--- config.mk ---
export PLATFORM = sky130hd
export DESIGN_NAME = bram_word_master
export DESIGN_NICKNAME = d
export VERILOG_FILES = /design/src/rtl/leg_mem_pkg.sv /design/src/rtl/bram_word_master.sv
export SDC_FILE = /design/constraint.sdc
export NUM_CORES = 1
export LEC_CHECK = 0
export BUFFER_PORTS_ARGS = -buffer_cell sky130_fd_sc_hd__buf_2
export CORE_AREA = 2 2 112 124
export DETAILED_ROUTE_END_ITERATION = 7
export DIE_AREA = 0 0 114 126
export PLACE_DENSITY = 0.85
export SLEW_MARGIN = 0
export SYNTH_ARGS = -nofsm -noshare
export SYNTH_HDL_FRONTEND = slang
export SYNTH_SLANG_ARGS = --single-unit
export TNS_END_PERCENT = 50
--- constraint.sdc ---
create_clock -name i_clk -period 4.5 [get_ports i_clk]
set_clock_uncertainty 0.2 [all_clocks]
set_input_delay 0.9 -clock i_clk [delete_from_list [all_inputs] [get_ports i_clk]]
set_output_delay 0.9 -clock i_clk [all_outputs]
set_load 0.02 [all_outputs]
--- src/rtl/leg_mem_pkg.sv ---
// Shared types and helpers for the byte-wide BRAM load/store initiator.
package leg_mem_pkg;

    // Access size encoding as presented on the request port.
    typedef enum logic [1:0] {
        BYTE = 2'd0,
        HALF = 2'd1,
        WORD = 2'd2,
        RSVD = 2'd3
    } mem_size_e;

    // Sequencer states.
    typedef enum logic [1:0] {
        ST_IDLE   = 2'd0,
        ST_ACCESS = 2'd1,
        ST_DRAIN  = 2'd2,
        ST_RESP   = 2'd3
    } bwm_state_e;

    // Number of BRAM bytes touched by one request of the given size.
    function automatic logic [2:0] size_bytes(input mem_size_e size);
        logic [2:0] n;
        case (size)
            BYTE:    n = 3'd1;
            HALF:    n = 3'd2;
            WORD:    n = 3'd4;
            default: n = 3'd1;
        endcase
        return n;
    endfunction

    // Natural alignment check on the two low address bits.
    function automatic logic is_misaligned(input mem_size_e size, input logic [1:0] addr_lo);
        logic bad;
        case (size)
            HALF:    bad = addr_lo[0];
            WORD:    bad = |addr_lo;
            default: bad = 1'b0;
        endcase
        return bad;
    endfunction

    // Zero- or sign-extend the assembled little-endian load bytes to 32 bits.
    function automatic logic [31:0] extend_load(input logic [31:0] bytes_in,
                                                input mem_size_e   size,
                                                input logic        sgn);
        logic [31:0] r;
        case (size)
            BYTE:    r = sgn ? {{24{bytes_in[7]}},  bytes_in[7:0]}  : {24'd0, bytes_in[7:0]};
            HALF:    r = sgn ? {{16{bytes_in[15]}}, bytes_in[15:0]} : {16'd0, bytes_in[15:0]};
            WORD:    r = bytes_in;
            default: r = 32'd0;
        endcase
        return r;
    endfunction

    // Select byte idx (little-endian) of a 32-bit word.
    function automatic logic [7:0] get_byte(input logic [31:0] w, input logic [1:0] idx);
        logic [7:0] b;
        case (idx)
            2'd0:    b = w[7:0];
            2'd1:    b = w[15:8];
            2'd2:    b = w[23:16];
            2'd3:    b = w[31:24];
            default: b = 8'd0;
        endcase
        return b;
    endfunction

    // Replace byte idx (little-endian) of a 32-bit word.
    function automatic logic [31:0] put_byte(input logic [31:0] w, input logic [1:0] idx,
                                             input logic [7:0] b);
        logic [31:0] r;
        r = w;
        case (idx)
            2'd0:    r[7:0]   = b;
            2'd1:    r[15:8]  = b;
            2'd2:    r[23:16] = b;
            2'd3:    r[31:24] = b;
            default: r = w;
        endcase
        return r;
    endfunction

endpackage

--- src/rtl/bram_word_master.sv ---
// Load/store initiator that splits byte/half/word requests into little-endian
// byte accesses on a single-port BRAM and returns one response per request.
module bram_word_master
    import leg_mem_pkg::*;
#(
    parameter int ADDR_WIDTH = 12,
    parameter int DATA_WIDTH = 8
) (
    input  logic                  i_clk,
    input  logic                  i_rst_n,
    input  logic                  i_req_valid,
    output logic                  o_req_ready,
    input  logic                  i_req_write,
    input  logic [1:0]            i_req_size,
    input  logic                  i_req_signed,
    input  logic [31:0]           i_req_addr,
    input  logic [31:0]           i_req_wdata,
    output logic                  o_rsp_valid,
    input  logic                  i_rsp_ready,
    output logic [31:0]           o_rsp_rdata,
    output logic                  o_rsp_err,
    output logic                  o_mem_write,
    output logic [ADDR_WIDTH-1:0] o_mem_addr,
    output logic [DATA_WIDTH-1:0] o_mem_data,
    input  logic [DATA_WIDTH-1:0] i_mem_data
);

    if (DATA_WIDTH != 8) begin : g_dw_check
        $error("bram_word_master: DATA_WIDTH must be 8");
    end

    bwm_state_e            state_q, state_d;
    logic [1:0]            k_q, k_d;
    logic                  write_q, write_d;
    mem_size_e             size_q, size_d;
    logic                  signed_q, signed_d;
    logic [31:0]           wdata_q, wdata_d;
    logic [ADDR_WIDTH-1:0] base_q, base_d;
    logic [31:0]           lbuf_q, lbuf_d;
    logic                  req_ready_q, req_ready_d;
    logic                  rsp_valid_q, rsp_valid_d;
    logic [31:0]           rsp_rdata_q, rsp_rdata_d;
    logic                  rsp_err_q, rsp_err_d;
    logic                  mem_write_q, mem_write_d;
    logic [ADDR_WIDTH-1:0] mem_addr_q, mem_addr_d;
    logic [DATA_WIDTH-1:0] mem_data_q, mem_data_d;

    mem_size_e             req_size_s;
    logic                  range_err_s;
    logic                  req_err_s;
    logic                  accept_s;
    logic [2:0]            nbytes_s;
    logic [2:0]            last_idx3_s;
    logic                  last_s;
    logic [1:0]            k_next_s;
    logic [1:0]            cap_idx_s;
    logic [31:0]           lbuf_cap_s;

    // Request decode: any address bit at or above ADDR_WIDTH is out of range,
    // which is also why base+k can never wrap inside the BRAM.
    assign req_size_s  = mem_size_e'(i_req_size);
    assign range_err_s = ((i_req_addr >> ADDR_WIDTH) != 32'd0);
    assign req_err_s   = (req_size_s == RSVD) | is_misaligned(req_size_s, i_req_addr[1:0]) | range_err_s;
    assign accept_s    = i_req_valid & req_ready_q & (state_q == ST_IDLE);

    assign nbytes_s    = size_bytes(size_q);
    assign last_idx3_s = nbytes_s - 3'd1;
    assign last_s      = (k_q == last_idx3_s[1:0]);
    assign k_next_s    = k_q + 2'd1;

    // Read data arrives one cycle after its address, so the byte landing now
    // belongs to k-1 in ACCESS and to the final byte in DRAIN.
    always_comb begin
        if (state_q == ST_DRAIN) begin
            cap_idx_s = last_idx3_s[1:0];
        end else begin
            cap_idx_s = k_q - 2'd1;
        end
        lbuf_cap_s = put_byte(lbuf_q, cap_idx_s, i_mem_data[7:0]);
    end

    // State register.
    always_ff @(posedge i_clk or negedge i_rst_n) begin
        if (!i_rst_n) begin
            state_q <= ST_IDLE;
        end else begin
            state_q <= state_d;
        end
    end

    // Next-state logic.
    always_comb begin
        state_d = state_q;
        case (state_q)
            ST_IDLE: begin
                if (accept_s) begin
                    state_d = req_err_s ? ST_RESP : ST_ACCESS;
                end else begin
                    state_d = ST_IDLE;
                end
            end
            ST_ACCESS: begin
                if (last_s) begin
                    state_d = write_q ? ST_RESP : ST_DRAIN;
                end else begin
                    state_d = ST_ACCESS;
                end
            end
            ST_DRAIN: state_d = ST_RESP;
            ST_RESP: begin
                if (i_rsp_ready) begin
                    state_d = ST_IDLE;
                end else begin
                    state_d = ST_RESP;
                end
            end
            default: state_d = ST_IDLE;
        endcase
    end

    // Next values of the datapath and of every registered output.
    always_comb begin
        k_d         = k_q;
        write_d     = write_q;
        size_d      = size_q;
        signed_d    = signed_q;
        wdata_d     = wdata_q;
        base_d      = base_q;
        lbuf_d      = lbuf_q;
        rsp_rdata_d = rsp_rdata_q;
        rsp_err_d   = rsp_err_q;
        mem_write_d = 1'b0;
        mem_addr_d  = mem_addr_q;
        mem_data_d  = mem_data_q;
        req_ready_d = (state_d == ST_IDLE);
        rsp_valid_d = (state_d == ST_RESP);
        case (state_q)
            ST_IDLE: begin
                if (accept_s) begin
                    write_d     = i_req_write;
                    size_d      = req_size_s;
                    signed_d    = i_req_signed;
                    wdata_d     = i_req_wdata;
                    base_d      = i_req_addr[ADDR_WIDTH-1:0];
                    k_d         = 2'd0;
                    lbuf_d      = 32'd0;
                    rsp_rdata_d = 32'd0;
                    rsp_err_d   = req_err_s;
                    if (req_err_s) begin
                        mem_write_d = 1'b0;
                    end else begin
                        mem_write_d = i_req_write;
                        mem_addr_d  = i_req_addr[ADDR_WIDTH-1:0];
                        mem_data_d  = i_req_write ? i_req_wdata[7:0] : 8'd0;
                    end
                end else begin
                    mem_write_d = 1'b0;
                end
            end
            ST_ACCESS: begin
                k_d = k_next_s;
                if (!write_q && (k_q != 2'd0)) begin
                    lbuf_d = lbuf_cap_s;
                end else begin
                    lbuf_d = lbuf_q;
                end
                if (last_s) begin
                    mem_write_d = 1'b0;
                    mem_data_d  = 8'd0;
                end else begin
                    mem_write_d = write_q;
                    mem_addr_d  = base_q + {{(ADDR_WIDTH-2){1'b0}}, k_next_s};
                    mem_data_d  = write_q ? get_byte(wdata_q, k_next_s) : 8'd0;
                end
            end
            ST_DRAIN: begin
                lbuf_d      = lbuf_cap_s;
                rsp_rdata_d = extend_load(lbuf_cap_s, size_q, signed_q);
                mem_write_d = 1'b0;
            end
            ST_RESP:  mem_write_d = 1'b0;
            default:  mem_write_d = 1'b0;
        endcase
    end

    // Datapath and output registers; async reset clears everything, which
    // also drops an in-flight BRAM write immediately.
    always_ff @(posedge i_clk or negedge i_rst_n) begin
        if (!i_rst_n) begin
            k_q         <= 2'd0;
            write_q     <= 1'b0;
            size_q      <= BYTE;
            signed_q    <= 1'b0;
            wdata_q     <= 32'd0;
            base_q      <= '0;
            lbuf_q      <= 32'd0;
            req_ready_q <= 1'b0;
            rsp_valid_q <= 1'b0;
            rsp_rdata_q <= 32'd0;
            rsp_err_q   <= 1'b0;
            mem_write_q <= 1'b0;
            mem_addr_q  <= '0;
            mem_data_q  <= '0;
        end else begin
            k_q         <= k_d;
            write_q     <= write_d;
            size_q      <= size_d;
            signed_q    <= signed_d;
            wdata_q     <= wdata_d;
            base_q      <= base_d;
            lbuf_q      <= lbuf_d;
            req_ready_q <= req_ready_d;
            rsp_valid_q <= rsp_valid_d;
            rsp_rdata_q <= rsp_rdata_d;
            rsp_err_q   <= rsp_err_d;
            mem_write_q <= mem_write_d;
            mem_addr_q  <= mem_addr_d;
            mem_data_q  <= mem_data_d;
        end
    end

    assign o_req_ready = req_ready_q;
    assign o_rsp_valid = rsp_valid_q;
    assign o_rsp_rdata = rsp_rdata_q;
    assign o_rsp_err   = rsp_err_q;
    assign o_mem_write = mem_write_q;
    assign o_mem_addr  = mem_addr_q;
    assign o_mem_data  = mem_data_q;

endmodule

==> results of run 1 <==
==> worst max-delay path, stage by stage, from the launching register on <==
cell,delay [ns]
dfrtp_1,0.47
inv_1,0.16
ha_1,0.42
or2_4,0.31
o211ai_4,0.26
mux2i_1,0.77
o22a_4,0.43
o21ai_0,0.11
==> power groups by stage <==
stage	logic, W	registers (W)	clock network, W
finish	0.00328	0.00214	0.00135
global route	0.00361	0.00219	0.00141
CTS	0.00330	0.00213	0.00137
detailed placement	0.00326	0.00215	0
global placement	0.00318	0.00212	0
floorplan	0.00231	0.00232	0
==> sequential cells by signal, summed over array words and instances, names as in the netlist, 2 cells and up <==
register / count
size_q: 2
o_mem_data: 8
o_rsp_rdata: 32
base_q: 12
lbuf_q: 32
o_mem_addr: 12
k_q: 2
state_q: 2
wdata_q: 32
==> metrics by stage <==
step / total power [W] / utilization (%)
2_1_floorplan: 0.00463 / -
3_3_place_gp: 0.00530 / 59.5
3_5_place_dp: 0.00541 / 59.5
4_1_cts: 0.00680 / 63.8
5_1_grt: 0.00721 / 63.8
6_report: 0.00677 / 63.8
==> cells by family (layout without fill, tap and decap cells) <==
logic type | count (synthesis) | after routing | share of synthesized area, %
mux | 54 | 54 | 8.49
buf+inv | 57 | 189 | 4.23
compound gates | 171 | 171 | 18.4
flops | 140 | 140 | 49.5
simple gates | 233 | 233 | 13.7
fa+ha+maj | 22 | 22 | 4.00
xor+xnor | 13 | 13 | 1.61
==> final timing paths <==
path,startpoint,endpoint,cells past startpoint
min,o_rsp_rdata[3],o_rsp_rdata[3],2
min reg2reg,o_rsp_rdata[3],o_rsp_rdata[3],2
min in group asynchronous,i_rst_n,o_rsp_rdata[0],1
max in group asynchronous,i_rst_n,o_rsp_rdata[27],2
max,k_q[0],o_rsp_rdata[18],7
max reg2reg,k_q[0],o_rsp_rdata[18],7
==> synthesized netlist by cell type, types with 2 or more instances <==
cell and count:
a21oi_1 13, a222oi_1 8, a22o_1 62, a22oi_1 17, a32o_1 2, and2_1 2
buf_1 4, buf_2 7, buf_6 6, clkbuf_1 22, dfrtp_1 140, dlygate4sd1_1 3
ha_1 21, inv_1 14, mux2_2 37, mux2i_1 15, nand2_1 176, nand3_1 8
nor2_1 23, nor2b_1 3, nor3_1 4, nor4_1 6, o21ai_0 40, o21ai_2 10
o22ai_1 8, o31ai_1 2, xnor2_1 12
==> cell type report <==
| class | count | area [um^2] | area share [%] |
|---|---|---|---|
| clock buffers | 19 | 453 | 5.41 |
| multi-input cells | 493 | 3300 | 39.4 |
| repair buffers | 143 | 742 | 8.87 |
| well taps | 161 | 201 | 2.41 |
| inverters | 14 | 52.6 | 0.628 |
| clock inverters | 13 | 118 | 1.41 |
| flip-flops and latches | 140 | 3500 | 41.9 |
==> routing by layer <==
| metal | up-vias | GRT usage (%) | wire, um |
|---|---|---|---|
| li1 | 2680 | - | - |
| met1 | 2723 | 30.6 | 7000 |
| met2 | 194 | 40.5 | 8460 |
| met3 | 29 | 5.63 | 1050 |
| met4 | 0 | 9.40 | 335 |
| met5 | - | 0 | 0 |
==> summary.md, run 1 <==
| Metric | Value |
|---|---|
| Outcome | `completed` |
| Fin. Hold Viols | `0` |
| Critical Path AT | `3.38 ns` |
| Post-synthesis sequential element count | `between 100 and 150` |
| Drt first pass iters | `5` |
| # DRC | `0` |
| Count of clock tree sinks | `between 100 and 150` |
| Initial antenna violation count | `0` |
| Slew @ Worst Pin | `0.982 ns` |
| Switch share | `42.1%` |
| Cts repair resizes | `0` |
| PnR worst setup slack | `between 1 and 1.5 ns` |
| Post-Syn Area | `0.00707 mm^2` |
| Total CTS buffers | `17` |
| Leading area contributor after synthesis | `dfrtp_1` |
| I/O Buffers | `approximately 140` |
| Post-Syn Nets | `792` |
| CP Capture Type | `register` |
| Crit path launch type | `register` |
| Routed via count | `roughly 5600` |
| Non-Filler Instances | `983` |
| Hold crit path type | `reg2reg` |
| Critical-path maximum fanout | `17` |
| Top flip-flop cell by instance count after synthesis | `dfrtp_1` |
| Ys async rst share | `between 90% and 100%` |
| Minimum clock period | `3.31 ns` |
| Vias in the first global route | `5633` |
| Setup-failing EPs final | `0` |
| CTS max path bufs | `2` |
| Routability congestion estimate | `0.828` |
| Clk pwr share | `20.0%` |
| Root Buffer | `clkbuf_16` |
| Synth cell types | `52` |
| Via density | `5.72` |
| Syn_area_per_cell | `10.2 um^2` |
| Detail Placement HPWL | `around 11 mm` |
| Clk slew on worst S/H paths | `0.06 ns` |
| Slew headroom | `between 30 and 40%` |
| Routed len/inst | `17.1 um` |
| Clock latency on the worst-skew pair | `roughly 0.43 ns` |
| Largest net degree at the start of global routing | `between 80 and 90` |
| Yosys Warn Count | `0` |
| Cts hold-fix bufs | `0` |
| Internal power | `0.00391 W` |
| Die Width | `approximately 110 um` |
| Gr usage total | `24.3%` |
| Core Rows | `44` |
| Power Density | `809 mW/mm^2` |
| Peak VDD IR | `between 0.0003 and 0.0004 V` |
| Max_cap viols | `0` |
| Total Nets Final | `911` |
| Top cells by area, synth | `dfrtp_1 50%, nand2_1 9.3%, a22o_1 7.7%, mux2_2 5.9%, ha_1 3.7%` |
| Post-route ant nets | `0` |
| Share of the synthesized area in the top cell type | `49.5%` |
| Sequential power share | `a little under a third` |
| Combinational Power Share | `48.5%` |
| Clock tree from TritonCTS | `built` |
| Setup TNS | `0 ns` |
| First-pass GRT wire length | `roughly 28 mm` |
| Initial DRC count | `360` |
| Initial Util | `between 50% and 60%` |
| ANT cells | `0` |
| Inst Count DP | `951` |
| Total Wirelength | `16.9 mm` |
| Die height | `between 100 and 150 um` |
| Syn Inst Count | `690` |
| Fmax | `302 MHz` |
| Hold Slack | `roughly 0.27 ns` |
| Area Overhead vs Synth | `18.3%` |
| Total setup buffers inserted after CTS | `0` |
| Register-to-register setup slack | `1.19 ns` |
| Core area | `0.0131 mm^2` |
| Area of placed instances | `0.00779 mm^2` |
| Most common cell after layout, fill and taps aside | `nand2_1` |
| Leak Pwr | `4.17 nW` |
| RSZ-0062 raised after global routing | `false` |
| Psw | `0.00285 W` |
| Number of H-tree levels | `4` |
| Fill cells | `1051` |
| Period utilization | `73.6%` |
| Most frequent cells in the layout | `176 x nand2_1, 140 x dfrtp_1, 134 x buf_2` |
| IO Count | `136` |
| Worst slack, placed | `1.16 ns` |
| Sequential-to-total area share from yosys stat | `approximately 50%` |
| Final Cell Area | `0.00837 mm^2` |
| Total grt overflow | `0` |
| Pins Over Slew Limit | `0` |
| Critical Path RT | `4.57 ns` |
| Share of cells above drive strength 1 | `29.0%` |
| EDFF count, synth | `0` |
| Crit path kind | `reg2reg` |
| Die ar. | `0.0144 mm^2` |
Note: power is estimated with default switching activity, not from simulation.
==> run 2, diff against run 1 <==
--- a/config.mk
+++ b/config.mk
@@ -6,10 +6,10 @@
 export NUM_CORES = 1
 export LEC_CHECK = 0
 export BUFFER_PORTS_ARGS = -buffer_cell sky130_fd_sc_hd__buf_2
-export CORE_AREA = 2 2 112 124
+export CORE_AREA = 2 2 117 130
 export DETAILED_ROUTE_END_ITERATION = 7
-export DIE_AREA = 0 0 114 126
-export PLACE_DENSITY = 0.85
+export DIE_AREA = 0 0 119 132
+export PLACE_DENSITY = 0.82
 export SLEW_MARGIN = 0
 export SYNTH_ARGS = -nofsm -noshare
 export SYNTH_HDL_FRONTEND = slang
==> constraint.sdc (replaced) <==
create_clock -name i_clk -period 2.9 [get_ports i_clk]
set_clock_uncertainty 0.2 [all_clocks]
set_input_delay 0.58 -clock i_clk [delete_from_list [all_inputs] [get_ports i_clk]]
set_output_delay 0.58 -clock i_clk [all_outputs]
set_load 0.02 [all_outputs]
==> summary.md, run 2 (synthesized netlist as in run 1, its figures left out) <==
| Metric | Value |
|---|---|
| Outcome | `completed` |
| Psw | `0.00446 W (+57%)` |
| Wire length on met1 | `6.95 mm (-0.73%)` |
| Vias in the first global route | `5513 (-2.1%)` |
| Largest net degree at the start of global routing | `65 (-27%)` |
| Routed via count | `5699 (+1.3%)` |
| WL met2 | `8.68 mm (+2.5%)` |
| Sequential power share | `30.4% (-1.2 points)` |
| Period utilization | `93.2% (+20 points)` |
| Clk pwr share | `21.0% (+1.0 points)` |
| Routed len/inst | `16.5 um (-4.0%)` |
| Combinational Power Share | `48.6% (about the same)` |
| Initial DRC count | `383 (+6.4%)` |
| Setup TNS | `0 ns (unchanged)` |
| Peak VDD IR | `0.000660 V (+83%)` |
| Post-route ant nets | `0 (unchanged)` |
| Total Nets Final | `925 (+1.5%)` |
| First-pass GRT wire length | `27.8 mm (+0.55%)` |
| Most frequent cells in the layout | `176 x nand2_1, 140 x dfrtp_1, 134 x buf_2` |
| Wire length on met3 | `1.03 mm (-2.4%)` |
| Crit path kind | `reg2reg` |
| Total Wirelength | `16.9 mm (+0.42%)` |
| Die Width | `119 um (+4.4%)` |
| # DRC | `0 (unchanged)` |
| Root Buffer | `clkbuf_16` |
| FF-to-FF Start | `k_q[1]` |
| Gr usage total | `22.2% (-2.1 points)` |
| Total grt overflow | `0 (unchanged)` |
| Via density | `5.54 (-3.1%)` |
| Top Layer Used | `met4` |
| Count of clock tree sinks | `140 (unchanged)` |
| Register-to-register setup slack | `0.20 ns (-0.99 ns)` |
| Total CTS buffers | `17 (unchanged)` |
| I/O Buffers | `135 (unchanged)` |
| Hold path start | `i_req_wdata[26]` |
| Final Cell Area | `0.00857 mm^2 (+2.5%)` |
| Slew headroom | `35.6% (+1.6 points)` |
| Internal power | `0.00634 W (+62%)` |
| RSZ-0062 raised after global routing | `false` |
| CTS max path bufs | `2 (unchanged)` |
| Fill cells | `1182 (+12%)` |
| Clock latency on the worst-skew pair | `0.43 ns (about the same)` |
| Initial antenna violation count | `0 (unchanged)` |
| Crit path launch type | `register` |
| Power Density | `1260 mW/mm^2 (+56%)` |
| Drt first pass iters | `5 (unchanged)` |
| Number of H-tree levels | `4 (unchanged)` |
| Leak Pwr | `4.26 nW (+2.1%)` |
| Detail Placement HPWL | `11.3 mm (-1.1%)` |
| Clock tree from TritonCTS | `built` |
| IO Count | `136 (unchanged)` |
| Most common cell after layout, fill and taps aside | `nand2_1` |
| Die ar. | `0.0157 mm^2 (+9.4%)` |
| Core area | `0.0143 mm^2 (+9.4%)` |
| Initial Util | `49.3% (-4.6 points)` |
| Slew @ Worst Pin | `0.958 ns (-0.0239 ns)` |
| CP Capture Type | `register` |
| CP startpoint | `k_q[1]` |
| Fmax | `370 MHz (+22%)` |
| Max_cap viols | `0 (unchanged)` |
| Die height | `132 um (+4.8%)` |
| Critical Path AT | `2.84 ns (-0.54 ns)` |
| Share of cells above drive strength 1 | `30.0% (+1.1 points)` |
| Area of placed instances | `0.00794 mm^2 (+1.9%)` |
| Setup-failing EPs final | `0 (unchanged)` |
| Total setup buffers inserted after CTS | `0 (unchanged)` |
| Area Overhead vs Synth | `21.2%` |
| ANT cells | `0 (unchanged)` |
| Hold Slack | `0.137 ns (-0.137 ns)` |
| Minimum clock period | `2.70 ns (-0.607 ns)` |
| Critical-path maximum fanout | `16 (-1)` |
| Critical Path RT | `3.03 ns (-1.54 ns)` |
| Pins Over Slew Limit | `0 (unchanged)` |
| Clk slew on worst S/H paths | `0.06 ns (about the same)` |
| Switch share | `41.3% (-0.84 points)` |
| Hold crit path type | `in2reg` |
| Fin. Hold Viols | `0 (unchanged)` |
| Routability congestion estimate | `0.881 (+6.5%)` |
| Core Rows | `46 (+4.5%)` |
[run 2: area by class of cell]
type | instances | area [um^2] | share of cell area (%)
timing repair buffer | 157 | 862 | 10.1
inverter | 14 | 52.6 | 0.613
clock inverter | 14 | 185 | 2.16
tap | 192 | 240 | 2.80
clock buffer | 18 | 429 | 5.01
sequential | 140 | 3500 | 40.9
multi-input combinational | 493 | 3300 | 38.5
[run 2: critical path, cell delays in order (launching register included)]
cell	delay (ns)
dfrtp_1	0.35
inv_1	0.08
ha_1	0.43
nor2_1	0.09
or4b_4	0.66
mux2i_4	0.25
o22a_4	0.33
o21ai_0	0.23
[run 2: worst paths after layout]
kind | to | depth (start not counted)
min reg2reg | wdata_q[1] | 2
max in group asynchronous | o_mem_data[3] | 3
min in group asynchronous | o_rsp_rdata[2] | 2
min | wdata_q[26] | 3
max | o_rsp_rdata[18] | 7
max reg2reg | o_rsp_rdata[18] | 7
[run 2: power by group through the flow]
stage / registers, W / clock network, W / logic [W]
after global placement: 0.00327 / 0 / 0.00510
final: 0.00329 / 0.00227 / 0.00525
after CTS: 0.00328 / 0.00230 / 0.00526
after floorplan: 0.00361 / 0 / 0.00358
after global routing: 0.00338 / 0.00240 / 0.00575
after detailed placement: 0.00329 / 0 / 0.00522
[run 2: metrics by stage]
stage          std cells  power (W)  worst slack, ns  util (%)
2_1_floorplan        690    0.00719            0.218         -
5_1_grt             1028     0.0115           0.0705      59.8
4_1_cts             1028     0.0108            0.194      59.8
6_report            1028     0.0108            0.196      59.8
3_5_place_dp         995    0.00851           0.0378      55.4
3_3_place_gp         995    0.00837           0.0933      55.4
[run 2: what timing repair did]
action / 4_1_cts / 5_1_grt
resized for setup: 0 / 1
hold endpoints to repair: 47 / 0
hold buffers: 1 / 0
endpoints found under the setup margin: 0 / 1
[run 2: routing by layer]
metal / GRT usage (%) / vias to the layer above
met5: 0 / -
met4: 7.08 / 0
met3: 5.19 / 17
met2: 37.9 / 200
met1: 27.8 / 2776
li1: - / 2706
==> run 3, diff against run 2 <==
--- a/config.mk
+++ b/config.mk
@@ -9,7 +9,7 @@
 export CORE_AREA = 2 2 117 130
 export DETAILED_ROUTE_END_ITERATION = 7
 export DIE_AREA = 0 0 119 132
-export PLACE_DENSITY = 0.82
+export PLACE_DENSITY = 0.75
 export SLEW_MARGIN = 0
 export SYNTH_ARGS = -nofsm -noshare
 export SYNTH_HDL_FRONTEND = slang
==> summary.md, run 3 (synthesized netlist as in run 1, its figures left out) <==
| Metric | Value |
|---|---|
| Outcome | `completed` |
| Register-to-register setup slack | `0.16 ns (-0.04 ns)` |
| PnR worst setup slack | `0.158 ns (-0.0388 ns)` |
| Fin. Hold Viols | `0 (unchanged)` |
| Core Rows | `46 (unchanged)` |
| Area Overhead vs Synth | `22.0%` |
| CP bufs+invs | `1 (unchanged)` |
| Worst r2r dst | `o_rsp_rdata[20]` |
| Count of clock tree sinks | `140 (unchanged)` |
| Hold path start | `i_req_wdata[17]` |
| Leak Pwr | `4.31 nW (+1.0%)` |
| Top Family by Delay on Critical Path | `simple AND/OR/NAND/NOR gates` |
| Hold path depth | `3 (unchanged)` |
| CTS max path bufs | `2 (unchanged)` |
| # DRC | `0 (unchanged)` |
| Fill cells | `1221 (+3.3%)` |
| Crit path launch type | `register` |
| Slew headroom | `35.8% (+0.26 points)` |
| Setup-failing EPs final | `0 (unchanged)` |
| Root Buffer | `clkbuf_16` |
| Hold crit path type | `in2reg` |
| Period utilization | `94.6% (+1.3 points)` |
| Routed via count | `5707 (+0.14%)` |
| Max_cap viols | `0 (unchanged)` |
| Most common cell after layout, fill and taps aside | `nand2_1` |
| Cts repair resizes | `0 (unchanged)` |
| Routability congestion estimate | `0.836 (-5.2%)` |
| Routed len/inst | `16.8 um (+1.9%)` |
| Largest net degree at the start of global routing | `54 (-17%)` |
| Clock tree from TritonCTS | `built` |
| Fmax | `365 MHz (-1.4%)` |
| Initial Util | `49.3% (unchanged)` |
| Most frequent cells in the layout | `176 x nand2_1, 140 x dfrtp_1, 134 x buf_2` |
| Critical Path RT | `3.04 ns (about the same)` |
| CP Capture Type | `register` |
| Initial antenna violation count | `0 (unchanged)` |
| Worst-path cell chain | `inv_1 -> ha_1 -> nor2_1 -> or4b_4 -> mux2i_4 -> o22a_4 -> o21ai_0` |
| IO Count | `136 (unchanged)` |
| Worst slack, placed | `0.0890 ns (+0.0512 ns)` |
| Crit path kind | `reg2reg` |
| Minimum clock period | `2.74 ns (+0.0388 ns)` |
| Crit-path slowest cell | `or4b_4` |
| Clk slew on worst S/H paths | `0.06 ns (about the same)` |
| Slew @ Worst Pin | `0.954 ns (-0.00388 ns)` |
| Number of H-tree levels | `4 (unchanged)` |
| Worst R2R Path Depth | `7 (unchanged)` |
| CP max stage delay | `0.66 ns (about the same)` |
| Pins Over Slew Limit | `0 (unchanged)` |
| Setup TNS | `0 ns (unchanged)` |
| First-pass GRT wire length | `28.6 mm (+2.8%)` |
| Via density | `5.55 (about the same)` |
| Vias in the first global route | `5676 (+3.0%)` |
| Gr usage total | `22.7% (+0.54 points)` |
| Power Density | `1280 mW/mm^2 (+1.5%)` |
| Drt first pass iters | `5 (unchanged)` |
| Core area | `0.0143 mm^2 (unchanged)` |
| RSZ-0062 raised after global routing | `false` |
| ANT cells | `0 (unchanged)` |
| Clock latency on the worst-skew pair | `0.42 ns (about the same)` |
| Total CTS buffers | `17 (unchanged)` |
| Die height | `132 um (unchanged)` |
| Total Wirelength | `17.3 mm (+2.0%)` |
| Die Width | `119 um (unchanged)` |
| Detail Placement HPWL | `11.8 mm (+3.9%)` |
| I/O Buffers | `135 (unchanged)` |
| Hold path endpoint | `wdata_q[17]` |
| FF-to-FF Start | `state_q[0]` |
| Post-route ant nets | `0 (unchanged)` |
| Critical Path AT | `2.88 ns (+0.04 ns)` |
| Critical-path maximum fanout | `16 (unchanged)` |
| Peak VDD IR | `0.000572 V (-13%)` |
| Share of cells above drive strength 1 | `29.6% (-0.39 points)` |
| Total setup buffers inserted after CTS | `0 (unchanged)` |
| Die ar. | `0.0157 mm^2 (unchanged)` |
| Total Nets Final | `926 (+0.11%)` |
| Initial DRC count | `395 (+3.1%)` |
| Total grt overflow | `0 (unchanged)` |
[run 3: cell types whose count changed in the layout (fill, tap and decap cells not counted), sizes merged]
| cell | delta |
|---|---|
| buf | +1 |
| bufinv | +3 |
| clkbuf | +4 |
| clkinv | +3 |
| clkinvlp | -5 |
| inv | -5 |
[run 3: worst max path at each step]
stage | from | depth (start not counted) | end | slack [ns]
2_1_floorplan | k_q[0] | 8 | o_rsp_rdata[22] | 0.22
3_3_place_gp | i_req_size[0] | 8 | o_mem_addr[4] | 0.11
3_5_place_dp | i_req_size[0] | 8 | o_mem_addr[9] | 0.09
4_1_cts | state_q[0] | 7 | o_rsp_rdata[20] | 0.14
5_1_grt | state_q[0] | 7 | o_rsp_rdata[20] | 0.03
6_report | state_q[0] | 7 | o_rsp_rdata[20] | 0.16
[run 3: power breakdown]
part / internal, W / total (W) / switching [W]
logic: 0.00221 / 0.00527 / 0.00306
clock network: 0.00164 / 0.00248 / 0.000837
registers: 0.00277 / 0.00330 / 0.000528
total: 0.00662 / 0.0110 / 0.00443
[run 3: routing by layer]
metal / wire length, um / track usage, % / vias to the layer above
li1: - / - / 2716
met1: 7400 / 28.6 / 2779
met2: 8540 / 38.1 / 177
met3: 905 / 4.89 / 35
met4: 410 / 9.33 / 0
met5: 0 / 0 / -
[run 3: per-stage QoR]
stage	std cells	area, um^2	util [%]	power [W]	hold slack, ns
final	1029	8630	60.2	0.0110	0.144
after global placement	996	7950	55.5	0.00842	0.257
after floorplan	690	7070	-	0.00719	0.0844
after global routing	1029	8630	60.2	0.0118	0.144
after CTS	1029	8630	60.2	0.0111	0.127
after detailed placement	996	7950	55.5	0.00855	0.263
[run 3: tightest hold or removal path, cell delays in order]
cell	delay (ns)
buf_2	0.07
nand2_1	0.04
nand2_1	0.04
[run 3: what timing repair did]
item | CTS | global route
hold buffers | 1 | 0
hold endpoints to repair | 50 | 0
endpoints found under the setup margin | 0 | 0
[run 3: area by class of cell]
class,count,area (um^2),area share [%]
flip-flops and latches,140,3500,40.6
multi-input cells,493,3300,38.2
clock inverters,10,211,2.45
repair buffers,158,870,10.1
clock buffers,22,454,5.26
well taps,192,240,2.78
inverters,14,52.6,0.609
